File: config.mk
export PLATFORM = sky130hd
export DESIGN_NAME = oldland_timer
export DESIGN_NICKNAME = d
export VERILOG_FILES = /design/src/rtl/oldland_timer_pkg.sv /design/src/rtl/oldland_timer_prescale.sv /design/src/rtl/oldland_timer.sv
export SDC_FILE = /design/constraint.sdc
export NUM_CORES = 1
export LEC_CHECK = 0
export BUFFER_PORTS_ARGS = -buffer_cell sky130_fd_sc_hd__buf_2
export CORE_UTILIZATION = 47
export CTS_CLUSTER_DIAMETER = 150
export CTS_CLUSTER_SIZE = 12
export DETAILED_ROUTE_END_ITERATION = 12
export GPL_ROUTABILITY_DRIVEN = 0
export PLACE_DENSITY = 0.67
export REMOVE_ABC_BUFFERS = 1
export SETUP_SLACK_MARGIN = 0.5
export SLEW_MARGIN = 5
export SYNTH_ARGS = -nofsm -noshare
export SYNTH_HDL_FRONTEND = slang
export SYNTH_SLANG_ARGS = --single-unit
export TNS_END_PERCENT = 5
File: constraint.sdc
create_clock -name clk -period 5.1 [get_ports clk]
set_input_delay 1.02 -clock clk [delete_from_list [all_inputs] [get_ports clk]]
set_output_delay 1.02 -clock clk [all_outputs]
set_load 0.05 [all_outputs]
File: src/rtl/oldland_timer_pkg.sv
// Shared definitions for the oldland countdown timer.
// Register offsets, field positions and the bus FSM state type.
package oldland_timer_defs;

  localparam logic [2:0] REG_COUNT   = 3'd0;
  localparam logic [2:0] REG_RELOAD  = 3'd1;
  localparam logic [2:0] REG_CONTROL = 3'd2;
  localparam logic [2:0] REG_STATUS  = 3'd3;

  localparam int CTRL_ENABLE       = 0;
  localparam int CTRL_PERIODIC     = 1;
  localparam int CTRL_IRQ_EN       = 2;
  localparam int CTRL_PRESCALE_LSB = 16;

  localparam int STATUS_PENDING = 0;

  typedef enum logic {
    IDLE,
    RESP
  } bus_state_t;

  function automatic logic [31:0] merge_lanes(
    input logic [31:0] cur,
    input logic [31:0] val,
    input logic [3:0]  sel
  );
    logic [31:0] r;
    r = cur;
    for (int i = 0; i < 4; i++) begin
      if (sel[i]) r[8*i +: 8] = val[8*i +: 8];
    end
    return r;
  endfunction

endpackage

File: src/rtl/oldland_timer_prescale.sv
// Prescaler for the oldland timer.
// Emits one tick every prescale+1 enabled clocks.
module oldland_timer_prescale
  import oldland_timer_defs::*;
#(
  parameter int prescale_bits = 16
) (
  input  logic                     clk,
  input  logic                     rst_n,
  input  logic                     en,
  input  logic                     clr,
  input  logic [prescale_bits-1:0] prescale,
  output logic                     tick
);

  logic [prescale_bits-1:0] cnt_q;
  logic [prescale_bits-1:0] cnt_d;

  always_comb begin
    tick  = en && (cnt_q == prescale);
    cnt_d = cnt_q;
    if (clr) begin
      cnt_d = '0;
    end else if (tick) begin
      cnt_d = '0;
    end else if (en) begin
      cnt_d = cnt_q + 1'b1;
    end
  end

  always_ff @(posedge clk or negedge rst_n) begin
    if (!rst_n) cnt_q <= '0;
    else        cnt_q <= cnt_d;
  end

endmodule

File: src/rtl/oldland_timer.sv
// Memory-mapped 32-bit countdown timer with prescaler,
// one-shot/periodic modes and a level interrupt.
module oldland_timer
  import oldland_timer_defs::*;
#(
  parameter logic [31:0] reset_reload  = 32'h0,
  parameter int          prescale_bits = 16
) (
  input  logic        clk,
  input  logic        rst_n,
  input  logic        access,
  input  logic [2:0]  addr,
  input  logic [3:0]  bytesel,
  input  logic        wr_en,
  input  logic [31:0] wr_val,
  output logic [31:0] data,
  output logic        ack,
  output logic        error,
  output logic        irq
);

  localparam logic [31:0] CTRL_MASK =
    (32'hFFFF_FFFF >> (16 - prescale_bits)) & 32'hFFFF_0007;

  bus_state_t  state_q, state_d;
  logic [2:0]  addr_q, addr_d;
  logic [31:0] count_q, count_d;
  logic [31:0] reload_q, reload_d;
  logic [31:0] ctrl_q, ctrl_d;
  logic        pending_q, pending_d;
  logic        irq_q, irq_d;

  logic        wr_go, wr_count, wr_reload;
  logic        wr_ctrl, wr_status;
  logic [31:0] ctrl_wv;
  logic        periodic, expire;
  logic        ps_en, ps_clr, tick, kill, tick_eff;

  always_comb begin
    state_d = state_q;
    addr_d  = addr_q;
    unique case (state_q)
      IDLE: begin
        if (access) begin
          state_d = RESP;
          addr_d  = addr;
        end
      end
      RESP:    state_d = IDLE;
      default: state_d = IDLE;
    endcase
  end

  always_comb begin
    wr_go     = (state_q == IDLE) && access
                && wr_en && !addr[2];
    wr_count  = wr_go && (addr == REG_COUNT)
                && (bytesel != 4'b0);
    wr_reload = wr_go && (addr == REG_RELOAD)
                && (bytesel != 4'b0);
    wr_ctrl   = wr_go && (addr == REG_CONTROL)
                && (bytesel != 4'b0);
    wr_status = wr_go && (addr == REG_STATUS)
                && bytesel[0] && wr_val[0];
    ctrl_wv   = merge_lanes(ctrl_q, wr_val, bytesel)
                & CTRL_MASK;
    periodic  = ctrl_q[CTRL_PERIODIC];
    ps_en     = ctrl_q[CTRL_ENABLE]
                && ((count_q != 32'd0) || periodic);
    ps_clr    = wr_count || (wr_ctrl
                && !ctrl_q[CTRL_ENABLE]
                && ctrl_wv[CTRL_ENABLE]);
    // a COUNT write or a disabling CONTROL write beats a tick
    kill      = wr_count
                || (wr_ctrl && !ctrl_wv[CTRL_ENABLE]);
    tick_eff  = tick && !kill;
  end

  always_comb begin
    count_d   = count_q;
    reload_d  = reload_q;
    ctrl_d    = ctrl_q;
    pending_d = pending_q;
    expire    = 1'b0;
    if (tick_eff) begin
      if (count_q > 32'd1) begin
        count_d = count_q - 32'd1;
      end else if (count_q == 32'd1) begin
        expire  = 1'b1;
        count_d = periodic ? reload_q : 32'd0;
        if (!periodic) ctrl_d[CTRL_ENABLE] = 1'b0;
      end else if (periodic) begin
        count_d = reload_q;
      end
    end
    if (wr_count)
      count_d = merge_lanes(count_q, wr_val, bytesel);
    if (wr_reload)
      reload_d = merge_lanes(reload_q, wr_val, bytesel);
    if (wr_ctrl) ctrl_d = ctrl_wv;
    if (wr_status) pending_d = 1'b0;
    if (expire) pending_d = 1'b1;
    irq_d = pending_d && ctrl_d[CTRL_IRQ_EN];
  end

  oldland_timer_prescale #(
    .prescale_bits(prescale_bits)
  ) u_prescale (
    .clk     (clk),
    .rst_n   (rst_n),
    .en      (ps_en),
    .clr     (ps_clr),
    .prescale(ctrl_q[CTRL_PRESCALE_LSB +: prescale_bits]),
    .tick    (tick)
  );

  always_ff @(posedge clk or negedge rst_n) begin
    if (!rst_n) begin
      state_q   <= IDLE;
      addr_q    <= 3'd0;
      count_q   <= 32'd0;
      reload_q  <= reset_reload;
      ctrl_q    <= 32'd0;
      pending_q <= 1'b0;
      irq_q     <= 1'b0;
    end else begin
      state_q   <= state_d;
      addr_q    <= addr_d;
      count_q   <= count_d;
      reload_q  <= reload_d;
      ctrl_q    <= ctrl_d;
      pending_q <= pending_d;
      irq_q     <= irq_d;
    end
  end

  always_comb begin
    ack   = (state_q == RESP) && !addr_q[2];
    error = (state_q == RESP) && addr_q[2];
    irq   = irq_q;
    data  = 32'd0;
    if (ack) begin
      case (addr_q)
        REG_COUNT:   data = count_q;
        REG_RELOAD:  data = reload_q;
        REG_CONTROL: data = ctrl_q;
        REG_STATUS:  data[STATUS_PENDING] = pending_q;
        default:     data = 32'd0;
      endcase
    end
  end

endmodule

==> results.py <==
metrics = {
    "status": {
        "status": "finished clean",
    },
    "die": {
        "fp.dieH_um": 119,
        "die_x_um": 119,
        "core_area_sq_mm": 0.0133,
        "io_pins": 78,
        "initial_utilization_pct": 48.5,
        "fp-row-count": 42,
        "die_area_sq_mm": 0.0142,
    },
    "cts": {
        "cts_num_sinks": 105,
        "clk_path_buf_depth": 2,
        "cts_resized": 0,
        "postCtsSetupRepairBufs": 0,
        "cts_tree": "built",
        "cts_inserted_buffers": 9,
        "htree_levels": 3,
        "cts-root-buf": "clkbuf_16",
        "hold_buffers": 0,
        "path_clk_slew_ps": 70,
        "insertion_delay_ps": 360,
    },
    "synth": {
        "synth_compound_area_share_pct": 11.3,
        "syn-instance-count": 685,
        "syn_area_per_cell_sq_um": 9.41,
        "ys_seq_elements": 105,
        "yosys_warnings": 0,
        "synth_area_leaders": "dfrtp_1 41%, mux2_2 13%, xor2_1 6.1%, nor2_1 5.7%, mux2i_1 5.1%",
        "yosys-top-cells-count": "105 x dfrtp_1, 98 x nor2_1, 73 x mux2_2",
        "syn_area_sq_mm": 0.00645,
        "synth_edf_count": 0,
        "synth.largest_area_cell": "dfrtp_1",
        "ys_async_sr_fraction_pct": 100,
        "synth_cell_types": 53,
        "synth-simple-area-share_pct": 18.8,
        "synth_top_cell_area_share_pct": 40.7,
        "synth.area.mux_share_pct": 18.2,
        "synth_top_family_by_area": "simple AND/OR/NAND/NOR gates",
        "synth_flop_cell": "dfrtp_1",
        "yosysMostFrequentCell": "dfrtp_1",
        "synth_fa_ha_area_share_pct": 0.776,
        "synth_xor_area_share_pct": 7.33,
        "seq_area_frac_synth_pct": 40.7,
    },
    "pwr": {
        "power.leakage_nw": 3.54,
        "combinationalPowerShare_pct": 37.0,
        "p_int_w": 0.00198,
        "power_density_mw_per_mm2": 440,
        "seqPwrFrac_pct": 39.1,
        "p_sw_w": 0.00124,
        "power_frac_clock_pct": 23.9,
        "swShare_pct": 38.6,
        "vdd_ir_drop_max_uv": 243,
    },
    "sta": {
        "rsz0062_at_grt": "false",
        "worst_slack_ps": 1480,
        "fin_setup_tns_ps": 0,
        "finalSetupViolations": 0,
        "slew_headroom_pct": 35.8,
        "post-route-period-util_pct": 71.0,
        "hold_viol": 0,
        "min_period_ps": 3620,
        "maxSlewViolCount": 0,
        "skew_ps": 8.38,
        "fmax_mhz": 276,
        "tightest_slew_ps": 956,
        "hold-worst-slack_ps": 530,
    },
    "worst_hold_path": {
        "hold_path.class": "register to register",
    },
    "placed_design": {
        "post-place-cells": 914,
        "place_area_sq_mm": 0.00698,
        "pre_cts_ws_ps": 1450,
        "place_hpwl_um": 12100,
        "io_buffers": 77,
    },
    "global_route": {
        "grt_util_all_layers_pct": 25.8,
        "overflow": 0,
        "grt_max_degree": 74,
        "grt_pass1_wl_um": 28600,
        "antenna_found_initial": 0,
        "grt_pass1_vias": 5493,
    },
    "setup_path": {
        "cpPeakStageDelay_ps": 880,
        "cp_slowest_cell": "dfrtp_1",
        "worst-path-buf-inv": 2,
        "crit_chain": "buf_4 -> mux4_2 -> nor2b_1 -> buf_2",
        "worstPathArrival_ps": 2600,
        "path_class": "register to output pin",
        "end_kind": "output pin",
        "critPathMaxFanout": 19,
        "cp.required_ps": 4080,
        "crit_family": "flip-flops",
        "critPathLaunchType": "register",
    },
    "route": {
        "ant_nets": 0,
        "vias_per_cell": 5.90,
        "dr.pass1.iters": 6,
        "drt_iter0_markers": 367,
        "drc": 0,
        "vias": 5487,
        "drt-total-wl_um": 17300,
        "avgRoutedWirePerCell_um": 18.6,
    },
    "finish": {
        "fin_area_sq_mm": 0.00730,
        "fin_nets": 796,
        "stdcell_count": 930,
        "areaGrowthSynthToFinish_pct": 13.3,
        "fill_cells": 1217,
        "diodes": 0,
        "layout-drive-gt1-share_pct": 25.2,
    },
    "run": {
        "cap_violations": 0,
    },
}
## per-stage QoR
step / total power (W) / utilization, %
2_1_floorplan: 0.00210 / -
3_3_place_gp: 0.00239 / 52.5
3_5_place_dp: 0.00244 / 52.5
4_1_cts: 0.00321 / 54.9
5_1_grt: 0.00342 / 54.9
6_report: 0.00322 / 54.9
## placed cells by master, fill, tap and decap left out, drive strengths merged, types with 4 or more instances in the layout
cell / n
a31oi: 4
ha: 4
nor3: 17
and2: 7
buf: 86
clkbuf: 14
nor2: 98
a21oi: 35
inv: 8
dfrtp: 105
or3: 4
o211ai: 5
nand3: 12
o21ai: 54
nand4: 11
nand2: 65
a21o: 5
mux2i: 33
mux2: 73
nor4: 16
or4: 5
xor2: 45
xnor2: 9
nand2b: 4
## metal layers
| layer | up-vias | track usage (%) | wire length (um) |
|---|---|---|---|
| li1 | 2564 | - | - |
| met1 | 2706 | 35.6 | 7890 |
| met2 | 186 | 40.3 | 8050 |
| met3 | 31 | 4.21 | 1040 |
| met4 | 0 | 10.2 | 310 |
| met5 | - | 0 | 0 |
## final timing paths
| check | startpoint | to | slack, ps | depth (start not counted) |
|---|---|---|---|---|
| setup / recovery | addr_q[0]$_DFFE_PN0P_ | data[0] | 1480 | 4 |
| hold / removal | ctrl_q[2]$_DFF_PN0_ | ctrl_q[2]$_DFF_PN0_ | 530 | 1 |
| min in group asynchronous | rst_n | reload_q[7]$_DFFE_PN0P_ | 790 | 1 |
| hold reg to reg | ctrl_q[2]$_DFF_PN0_ | ctrl_q[2]$_DFF_PN0_ | 530 | 1 |
| max in group asynchronous | rst_n | ctrl_q[20]$_DFFE_PN0P_ | 3300 | 2 |
| setup reg to reg | count_q[17]$_DFFE_PN0P_ | count_q[24]$_DFFE_PN0P_ | 1500 | 6 |
## kinds of logic (layout without fill, tap and decap cells)
group	after synthesis	after routing
muxes	107	107
DFF	105	105
buffers and inverters	41	110
and+or+nand+nor	254	254
AOI/OAI and AO/OA	120	120
xor gates and xnor gates	54	54
adders and majority gates	4	4
## flip-flops by register name, summed over array words and instances (netlist names)
name and flops:
count_q 32, reload_q 32, ctrl_q 19, u_prescale.cnt_q 16, addr_q 3, irq 1
pending_q 1, state_q 1
## power groups by stage
| stage | registers (W) | clock network [W] | logic [W] |
|---|---|---|---|
| finish | 0.00126 | 0.000769 | 0.00119 |
| global route | 0.00129 | 0.000813 | 0.00132 |
| CTS | 0.00125 | 0.000777 | 0.00118 |
| detailed placement | 0.00127 | 0 | 0.00117 |
| global placement | 0.00125 | 0 | 0.00114 |
| floorplan | 0.00120 | 0 | 0.000901 |
## worst reg2reg max path: cells and delay by family (launching register included)
family / cells / cell delay, ps
and+or+nand+nor: 2 / 950
DFF: 1 / 450
AOI/OAI and AO/OA: 3 / 1670
muxes: 1 / 420
## final cells by class
| cell class | instances | area [sq um] | share of cell area [%] |
|---|---|---|---|
| Multi-Input combinational cell | 539 | 3650 | 49.9 |
| Clock inverter | 2 | 60.1 | 0.822 |
| Clock buffer | 14 | 264 | 3.61 |
| Sequential cell | 105 | 2630 | 36.0 |
| Tap cell | 176 | 220 | 3.02 |
| Inverter | 8 | 30.0 | 0.411 |
| Timing Repair Buffer | 86 | 455 | 6.24 |
No activity file was read; power rests on OpenSTA's default activity.
